`src/rtl/if_id_buffer.sv`:
```
// Two-entry in-order skid buffer between fetch and decode.
// Fetch enable (ready_f) depends only on occupancy, so decode hazards never reach the PC register.
module if_id_buffer #(
    parameter int               WIDTH     = 32,
    parameter logic [WIDTH-1:0] NOP_INSTR = '0,
    parameter int               CNT_W     = 16
) (
    input  logic             clk,
    input  logic             reset,
    input  logic [WIDTH-1:0] instr_f,
    input  logic [WIDTH-1:0] pc_plus_4_f,
    input  logic             valid_f,
    output logic             ready_f,
    input  logic             stall_d,
    input  logic             flush_d,
    output logic [WIDTH-1:0] instr_d,
    output logic [WIDTH-1:0] pc_plus_4_d,
    output logic             valid_d,
    output logic [CNT_W-1:0] stall_count
);

    // state   | meaning
    // S_EMPTY | no entry; decode sees NOP bubble
    // S_ONE   | slot0 holds the head instruction
    // S_FULL  | slot0 head, slot1 tail; fetch is held off
    typedef enum logic [1:0] {
        S_EMPTY = 2'd0,
        S_ONE   = 2'd1,
        S_FULL  = 2'd2
    } occ_t;

    occ_t             r_state;
    occ_t             w_state_nxt;
    logic [WIDTH-1:0] r_s0_instr, r_s0_pc, r_s1_instr, r_s1_pc;
    logic [WIDTH-1:0] w_s0_instr_nxt, w_s0_pc_nxt, w_s1_instr_nxt, w_s1_pc_nxt;
    logic [CNT_W-1:0] r_stall_cnt;
    logic             w_push;
    logic             w_pop;
    logic             w_stall_inc;

    assign valid_d     = (r_state != S_EMPTY);
    assign ready_f     = (r_state != S_FULL);
    assign instr_d     = valid_d ? r_s0_instr : NOP_INSTR;
    assign pc_plus_4_d = valid_d ? r_s0_pc : '0;
    assign stall_count = r_stall_cnt;

    assign w_push      = valid_f & ready_f;
    assign w_pop       = valid_d & ~stall_d;
    assign w_stall_inc = valid_d & stall_d & ~flush_d & ~(&r_stall_cnt);

    always_ff @(posedge clk or posedge reset) begin
        if (reset) begin
            r_state    <= S_EMPTY;
            r_s0_instr <= '0;
            r_s0_pc    <= '0;
            r_s1_instr <= '0;
            r_s1_pc    <= '0;
        end else begin
            r_state    <= w_state_nxt;
            r_s0_instr <= w_s0_instr_nxt;
            r_s0_pc    <= w_s0_pc_nxt;
            r_s1_instr <= w_s1_instr_nxt;
            r_s1_pc    <= w_s1_pc_nxt;
        end
    end

    always_comb begin
        w_state_nxt    = r_state;
        w_s0_instr_nxt = r_s0_instr;
        w_s0_pc_nxt    = r_s0_pc;
        w_s1_instr_nxt = r_s1_instr;
        w_s1_pc_nxt    = r_s1_pc;
        case (r_state)
            S_EMPTY: begin
                if (w_push) begin
                    w_s0_instr_nxt = instr_f;
                    w_s0_pc_nxt    = pc_plus_4_f;
                    w_state_nxt    = S_ONE;
                end
            end
            S_ONE: begin
                if (w_push && !w_pop) begin
                    w_s1_instr_nxt = instr_f;
                    w_s1_pc_nxt    = pc_plus_4_f;
                    w_state_nxt    = S_FULL;
                end else if (w_push && w_pop) begin
                    w_s0_instr_nxt = instr_f;
                    w_s0_pc_nxt    = pc_plus_4_f;
                end else if (w_pop) begin
                    w_state_nxt = S_EMPTY;
                end
            end
            S_FULL: begin
                if (w_pop) begin
                    w_s0_instr_nxt = r_s1_instr;
                    w_s0_pc_nxt    = r_s1_pc;
                    w_state_nxt    = S_ONE;
                end
            end
            default: w_state_nxt = S_EMPTY;
        endcase
        // Slot data may be left stale on flush; occupancy alone hides it.
        if (flush_d) begin
            w_state_nxt = S_EMPTY;
        end
    end

    always_ff @(posedge clk or posedge reset) begin
        if (reset) begin
            r_stall_cnt <= '0;
        end else if (w_stall_inc) begin
            r_stall_cnt <= r_stall_cnt + CNT_W'(1);
        end
    end

endmodule

```
`config.mk`:
```
export PLATFORM = sky130hd
export DESIGN_NAME = if_id_buffer
export DESIGN_NICKNAME = d
export VERILOG_FILES = /design/src/rtl/if_id_buffer.sv
export SDC_FILE = /design/constraint.sdc
export NUM_CORES = 1
export LEC_CHECK = 0
export BUFFER_PORTS_ARGS = -buffer_cell sky130_fd_sc_hd__buf_2
export CORE_MARGIN = 2
export CORE_UTILIZATION = 30
export DETAILED_ROUTE_END_ITERATION = 12
export PLACE_DENSITY = 0.53
export SETUP_SLACK_MARGIN = 0.15
export SYNTH_ARGS = -nofsm -noshare
export SYNTH_HDL_FRONTEND = slang
export SYNTH_SLANG_ARGS = --single-unit
```
`constraint.sdc`:
```
create_clock -name clk -period 5.75 [get_ports clk]
set_input_delay 0.2875 -clock clk [delete_from_list [all_inputs] [get_ports clk]]
set_output_delay 0.2875 -clock clk [all_outputs]
set_load 0.05 [all_outputs]
```
==> out/qor.csv, run 1 <==
metric;value;unit
outcome;completed;
area fraction of the dominant cell type after synthesis;54.9;%
ranking of synthesized cells by instance count;sky130_fd_sc_hd__dfrtp_1, sky130_fd_sc_hd__nand2_1, sky130_fd_sc_hd__mux2_2;
Max clock buf depth;2;
CTS H-Tree Depth;4;
clock tree from TritonCTS;done;
Least-Margin Pin Slew;1.10;ns
Arr. time, crit path;2.49;ns
biggest cell delay along the critical path;0.64;ns
Max-Cap Viols;0;
standby leakage power;4.26;nW
detailed placement HPWL;9.57;mm
effective utilization at floorplan;30.5;%
share of flip-flops with an asynchronous set or reset;100;%
average instance area after synthesis;11.4;µm²
number of buffers added for setup after CTS;0;
Final TNS setup;0;ns
clock skew;0.00952;ns
WP data required;5.46;ns
buffers and inverters on the worst path;2;
fraction of final layout cells with drive strength greater than 1;35.4;%
tightest hold margin;0.0276;ns
number of warnings issued by yosys;0;
clock root buffer;sky130_fd_sc_hd__clkbuf_16;
TritonCTS Buffers;17;
# setup viols final;0;
number of vias per cell;4.51;
total number of clock tree sinks;146;
sequential cell fraction of total power;43.9;%
Synth area leaders;sky130_fd_sc_hd__dfrtp_1, sky130_fd_sc_hd__mux2_2, sky130_fd_sc_hd__mux2i_1, sky130_fd_sc_hd__and2_1, sky130_fd_sc_hd__o21ai_0;
achievable clock frequency;360;MHz
endpoint kind of the worst setup timing path;primary output;
Netlist cell types;39;
detailed-router iteration count before antenna repair;4;
Slew Viols, Final;0;
highest fanout seen on the critical path;35;
Ports;151;
net switching power figure;0.000926;W
final antenna-violating net count;0;
area of the mapped netlist;6650;µm²
Die X;153;µm
wire length of the first global-routing pass;24.6;mm
height of the die;153;µm
net total in the final layout;787;
worst slew margin relative to its limit;26.4;%
Total Routing Usage GR;13.3;%
area of the die;23400;µm²
routability congestion estimate;0.692;
clock insertion delay at the later pin of the skew report;0.42;ns
Main synth FF type;sky130_fd_sc_hd__dfrtp_1;
Wirelength per Cell;14.8;µm
Pwr Density;374;nW/µm²
area of the placeable core;21800;µm²
cell-by-cell listing of the critical path;nand2b_4, buf_4, buf_2;
DRC;0;
net count after synthesis;652;
initial detailed-routing violation count;174;
CTS-repair resized insts;0;
routed via count;4550;
internal power consumption;0.00215;W
hold buffers post-CTS;0;
Switching Fraction;30.1;%
most common cell in the netlist;sky130_fd_sc_hd__dfrtp_1;
worst hold path class;input pin to asynchronous set/reset pin;
relative contribution of the clock network to total power;35.8;%
EDFF count, synth;0;
minimum period implied by the final worst setup slack;2.78;ns
overflow left after global routing;0;
register area share after synthesis;54.9;%
Peak supply drop;0.189;mV
largest net degree at the start of global routing;103;
number of global-route vias before repair;4637;
clock-pin slew of the registers on the worst-case setup and hold paths;0.06;ns
share of total power in combinational logic;20.3;%
critical path start-end classification;flip-flop to primary output;
number of flip-flops and latches in the synthesized netlist;146;
setup repair after global routing missed its margin;false;
number of placement rows;54;
area leader, netlist;sky130_fd_sc_hd__dfrtp_1;
final routed wirelength across all metal layers;14.9;mm
final cycle utilization of the critical path;48.3;%
kind of cell with the highest combined delay on the critical path;buffers and inverters;
area growth from synthesis to layout;23.8;%
number of buffer cells added on primary ports;150;
instance count of the mapped netlist;582;
cell at the slowest stage of the critical path;sky130_fd_sc_hd__buf_4;
number of antenna violations at the first check in global routing;2;
Final Hold Violating Endpoints;0;
startpoint kind of the worst setup timing path;flip-flop;
-- cells by family after synthesis --
logic type,count (synthesis),synth area share [%]
simple gates,175,13.8
flops,146,54.9
mux,132,21.1
compound gates,78,6.19
buf+inv,41,2.60
xor+xnor,9,1.19
fa+ha+maj,1,0.188
-- cell type report --
| cell class | count | area [µm²] |
|---|---|---|
| well taps | 280 | 350 |
| repair buffers | 153 | 786 |
| clock inverters | 10 | 138 |
| inverters | 4 | 20.0 |
| clock buffers | 20 | 437 |
| fillers | 2190 | 13600 |
| diodes | 1 | 2.50 |
| multi-input cells | 395 | 2850 |
| flip-flops and latches | 146 | 3650 |
-- power by group through the flow --
stage,combinational (W),clock [W],sequential (W)
after CTS,0.000635,0.00114,0.00135
after global routing,0.000686,0.00119,0.00138
after floorplan,0.000440,0,0.00139
after detailed placement,0.000636,0,0.00137
final,0.000624,0.00110,0.00135
after global placement,0.000626,0,0.00136
-- registers in the layout, indices dropped and copies added (netlist names) --
name / cells
r_s1_instr: 32
r_state: 2
r_s0_instr: 32
stall_count: 16
r_s1_pc: 32
r_s0_pc: 32
-- worst paths after layout --
kind | from | end | slack, ns | depth (start not counted)
worst min register to register | r_s0_instr[15] | r_s0_instr[15] | 0.47 | 2
worst max register to register | r_state[1] | r_s0_instr[17] | 3.39 | 4
min in group clk | flush_d | r_state[0] | 0.08 | 2
max in group asynchronous | reset | r_s0_pc[27] | 4.46 | 3
worst min-delay path | reset | r_s1_pc[16] | 0.03 | 2
worst max-delay path | r_state[0] | ready_f | 2.97 | 3
-- stage by stage --
step	cell area (µm²)	util, %	total power, W	worst slack [ns]	std cells
2_1_floorplan	6650	-	0.00183	1.54	582
3_3_place_gp	7660	35.1	0.00199	3.36	978
3_5_place_dp	7660	35.1	0.00201	3.34	978
4_1_cts	8230	37.7	0.00313	2.91	1008
5_1_grt	8230	37.7	0.00325	2.82	1008
6_report	8240	37.7	0.00308	2.97	1009
-- routing by layer --
layer / part of all wire [%] / global-route usage (%)
met5: 0.047 / 0
met3: 5.9 / 4.56
met1: 48 / 17.4
met2: 45 / 20.8
met4: 1.1 / 3.75
-- layout by cell type (no fill, tap or decap), types with 3 or more instances in the layout --
cell type                   Yosys  final
sky130_fd_sc_hd__buf_2         15    150
sky130_fd_sc_hd__nand3_1        8      7
sky130_fd_sc_hd__mux2i_1       64     64
sky130_fd_sc_hd__nand4_1        4      4
sky130_fd_sc_hd__xnor2_1        5      5
sky130_fd_sc_hd__and2_1        64     64
sky130_fd_sc_hd__clkinv_2       0      3
sky130_fd_sc_hd__o21ai_0       65     65
sky130_fd_sc_hd__nor3_2         3      3
sky130_fd_sc_hd__nor2_1         5      5
sky130_fd_sc_hd__xor2_1         4      4
sky130_fd_sc_hd__clkbuf_16      0     17
sky130_fd_sc_hd__mux2_2        66     66
sky130_fd_sc_hd__dfrtp_1      146    146
sky130_fd_sc_hd__nand2_1       73     73
sky130_fd_sc_hd__bufinv_16      0      3
sky130_fd_sc_hd__clkbuf_1      20      3
sky130_fd_sc_hd__a21oi_1        6      6
Power figures use the tool's default switching activity.
==> run 2: changes to the inputs <==
clock period = 2.82 ns   (was 5.75 ns; I/O delays follow)
==> run 2 against run 1 <==
  * Worst setup slack worse by 2.3 ns
  * Core utilization is 3.7 points higher
  * Hold slack better by 0.13 ns
  * First-iteration DRC count is 12% lower
  * Non-clock buffer count is 73 higher
  * Flip-flop and latch count stayed put
  * Clock power is 110% higher
  * Critical endpoint unchanged
  * Largest cell class unchanged
==> out/qor.csv, run 2 (synthesized netlist as in run 1, its figures left out) <==
metric;value;unit;change
fraction of final layout cells with drive strength greater than 1;33.2;%;was 35.4%
DRC;0;;unchanged
startpoint of the most critical register-to-register path;stall_count[0];;was r_state[1]
number of antenna violations at the first check in global routing;0;;was 2
Total Routing Usage GR;13.8;%;was 13.3%
Peak supply drop;0.386;mV;was 0.189 mV
worst setup slack before clock tree synthesis;0.782;ns;was 3.34 ns
final cycle utilization of the critical path;77.4;%;
critical path start-end classification;flip-flop to primary output;;unchanged
Ports;151;;unchanged
first element of the critical path;r_state[0];;unchanged
Final TNS setup;0;ns;unchanged
CTS-repair resized insts;0;;unchanged
final routed wirelength across all metal layers;15.6;mm;was 14.9 mm
Final Hold Violating Endpoints;0;;unchanged
clock root buffer;sky130_fd_sc_hd__clkbuf_16;;unchanged
clock skew;0.00916;ns;was 0.00952 ns
post-route setup slack;0.636;ns;was 2.97 ns
commonest cells after routing, fill and taps aside;sky130_fd_sc_hd__buf_2, sky130_fd_sc_hd__dfrtp_1, sky130_fd_sc_hd__nand2_1;;unchanged
Max clock buf depth;2;;unchanged
worst hold path class;input pin to flip-flop;;was input pin to asynchronous set/reset pin
final antenna-violating net count;0;;unchanged
endpoint kind of the worst setup timing path;primary output;;unchanged
cell at the slowest stage of the critical path;sky130_fd_sc_hd__dfrtp_1;;was sky130_fd_sc_hd__buf_4
effective utilization at floorplan;30.5;%;unchanged
largest net degree at the start of global routing;79;;was 103
detailed placement HPWL;10.1;mm;was 9.57 mm
initial detailed-routing violation count;153;;was 174
WP data required;2.68;ns;was 5.46 ns
Die X;153;µm;unchanged
slack of the worst reg-to-reg path;0.76;ns;was 3.39 ns
Wirelength per Cell;14.4;µm;was 14.8 µm
setup repair after global routing missed its margin;false;;unchanged
area of the placeable core;21800;µm²;unchanged
startpoint kind of the worst setup timing path;flip-flop;;unchanged
number of global-route vias before repair;4920;;was 4637
minimum period implied by the final worst setup slack;2.18;ns;
height of the die;153;µm;unchanged
clock-pin slew of the registers on the worst-case setup and hold paths;0.06;ns;about the same
Arr. time, crit path;2.04;ns;was 2.49 ns
highest fanout seen on the critical path;33;;was 35
clock insertion delay at the later pin of the skew report;0.42;ns;about the same
clock tree from TritonCTS;done;;unchanged
number of placement rows;54;;unchanged
CTS H-Tree Depth;4;;unchanged
Max-Cap Viols;0;;unchanged
number of buffers added for setup after CTS;0;;unchanged
total number of clock tree sinks;146;;unchanged
commonest non-fill, non-tap cell in the layout;sky130_fd_sc_hd__buf_2;;unchanged
routed via count;4855;;was 4550
Least-Margin Pin Slew;0.828;ns;was 1.10 ns
TritonCTS Buffers;17;;unchanged
worst slew margin relative to its limit;44.7;%;was 26.4%
antenna fix cells;0;;was 1
achievable clock frequency;458;MHz;
area of the die;23400;µm²;unchanged
biggest cell delay along the critical path;0.47;ns;was 0.64 ns
number of vias per cell;4.49;;was 4.51
final core utilization;41.5;%;was 37.7%
standby leakage power;4.61;nW;was 4.26 nW
number of buffer cells added on primary ports;150;;unchanged
Slew Viols, Final;0;;unchanged
outcome;completed;;unchanged
overflow left after global routing;0;;unchanged
net total in the final layout;860;;was 787
area growth from synthesis to layout;36.1;%;was 23.8%
routability congestion estimate;0.742;;was 0.692
end of the worst register-to-register path;stall_count[1];;was r_s0_instr[17]
wire length of the first global-routing pass;25.9;mm;was 24.6 mm
cell-by-cell listing of the critical path;nand2b_4, buf_12, buf_2;;was nand2b_4, buf_4, buf_2
detailed-router iteration count before antenna repair;5;;was 4
# setup viols final;0;;unchanged
Pwr Density;715;nW/µm²;was 374 nW/µm²
depth of the worst register-to-register path;5;;was 4
hold buffers post-CTS;66;;was 0
CP Capture Point;ready_f;;unchanged
==> run 2: cell count changes in the layout (fill, tap and decap cells not counted), sizes merged <==
cell | previous run | this run
dlygate4sd3 | 0 | 66
inv | 4 | 3
clkinv | 5 | 3
diode | 1 | 0
clkbuf | 20 | 23
buf | 153 | 160
clkinvlp | 2 | 3
==> run 2: layout make-up <==
| class | count | area [µm²] |
|---|---|---|
| clock buffer | 23 | 478 |
| timing repair buffer | 226 | 1570 |
| tap | 280 | 350 |
| clock inverter | 8 | 128 |
| multi-input combinational | 395 | 2850 |
| inverter | 4 | 18.8 |
| fill | 2127 | 12800 |
| sequential | 146 | 3650 |
==> run 2: metal layers <==
| metal | global-route usage (%) | wire length [µm] | vias to the layer above |
|---|---|---|---|
| met3 | 3.91 | 741 | 18 |
| met1 | 19.0 | 7720 | 2301 |
| met2 | 21.0 | 6960 | 117 |
| met4 | 4.37 | 195 | 0 |
| met5 | 0 | 0 | - |
| li1 | - | - | 2419 |
==> run 2: metrics by stage <==
stage | total power, W | hold slack [ns] | instance area, µm² | std cells
2_1_floorplan | 0.00374 | 0.207 | 6660 | 582
3_3_place_gp | 0.00408 | 0.336 | 7790 | 985
3_5_place_dp | 0.00411 | 0.336 | 7790 | 985
4_1_cts | 0.00656 | 0.141 | 9050 | 1082
5_1_grt | 0.00681 | 0.148 | 9050 | 1082
6_report | 0.00648 | 0.156 | 9050 | 1082
==> run 2: worst min path at each step <==
| stage | startpoint | to | slack [ns] | cells after the start |
|---|---|---|---|---|
| after floorplan | flush_d | r_state[1] | 0.21 | 1 |
| after global placement | reset | r_s0_pc[6] | 0.34 | 2 |
| after detailed placement | reset | r_s1_pc[6] | 0.34 | 2 |
| after CTS | valid_f | r_state[0] | 0.14 | 4 |
| after global routing | valid_f | r_state[0] | 0.15 | 4 |
| final | valid_f | r_state[0] | 0.16 | 4 |
==> run 2: power breakdown <==
group          internal [W]  switching, W  total [W]
Combinational      0.000560      0.000815    0.00137
Clock               0.00146      0.000881    0.00234
Sequential          0.00253      0.000229    0.00276
Total               0.00455       0.00192    0.00648
==> run 2: critical path: cells and delay by family (launching register included) <==
kind,cells,cell delay [ns]
buffers and inverters,2,0.63
flip-flops,1,0.47
AND/OR/NAND/NOR,1,0.47
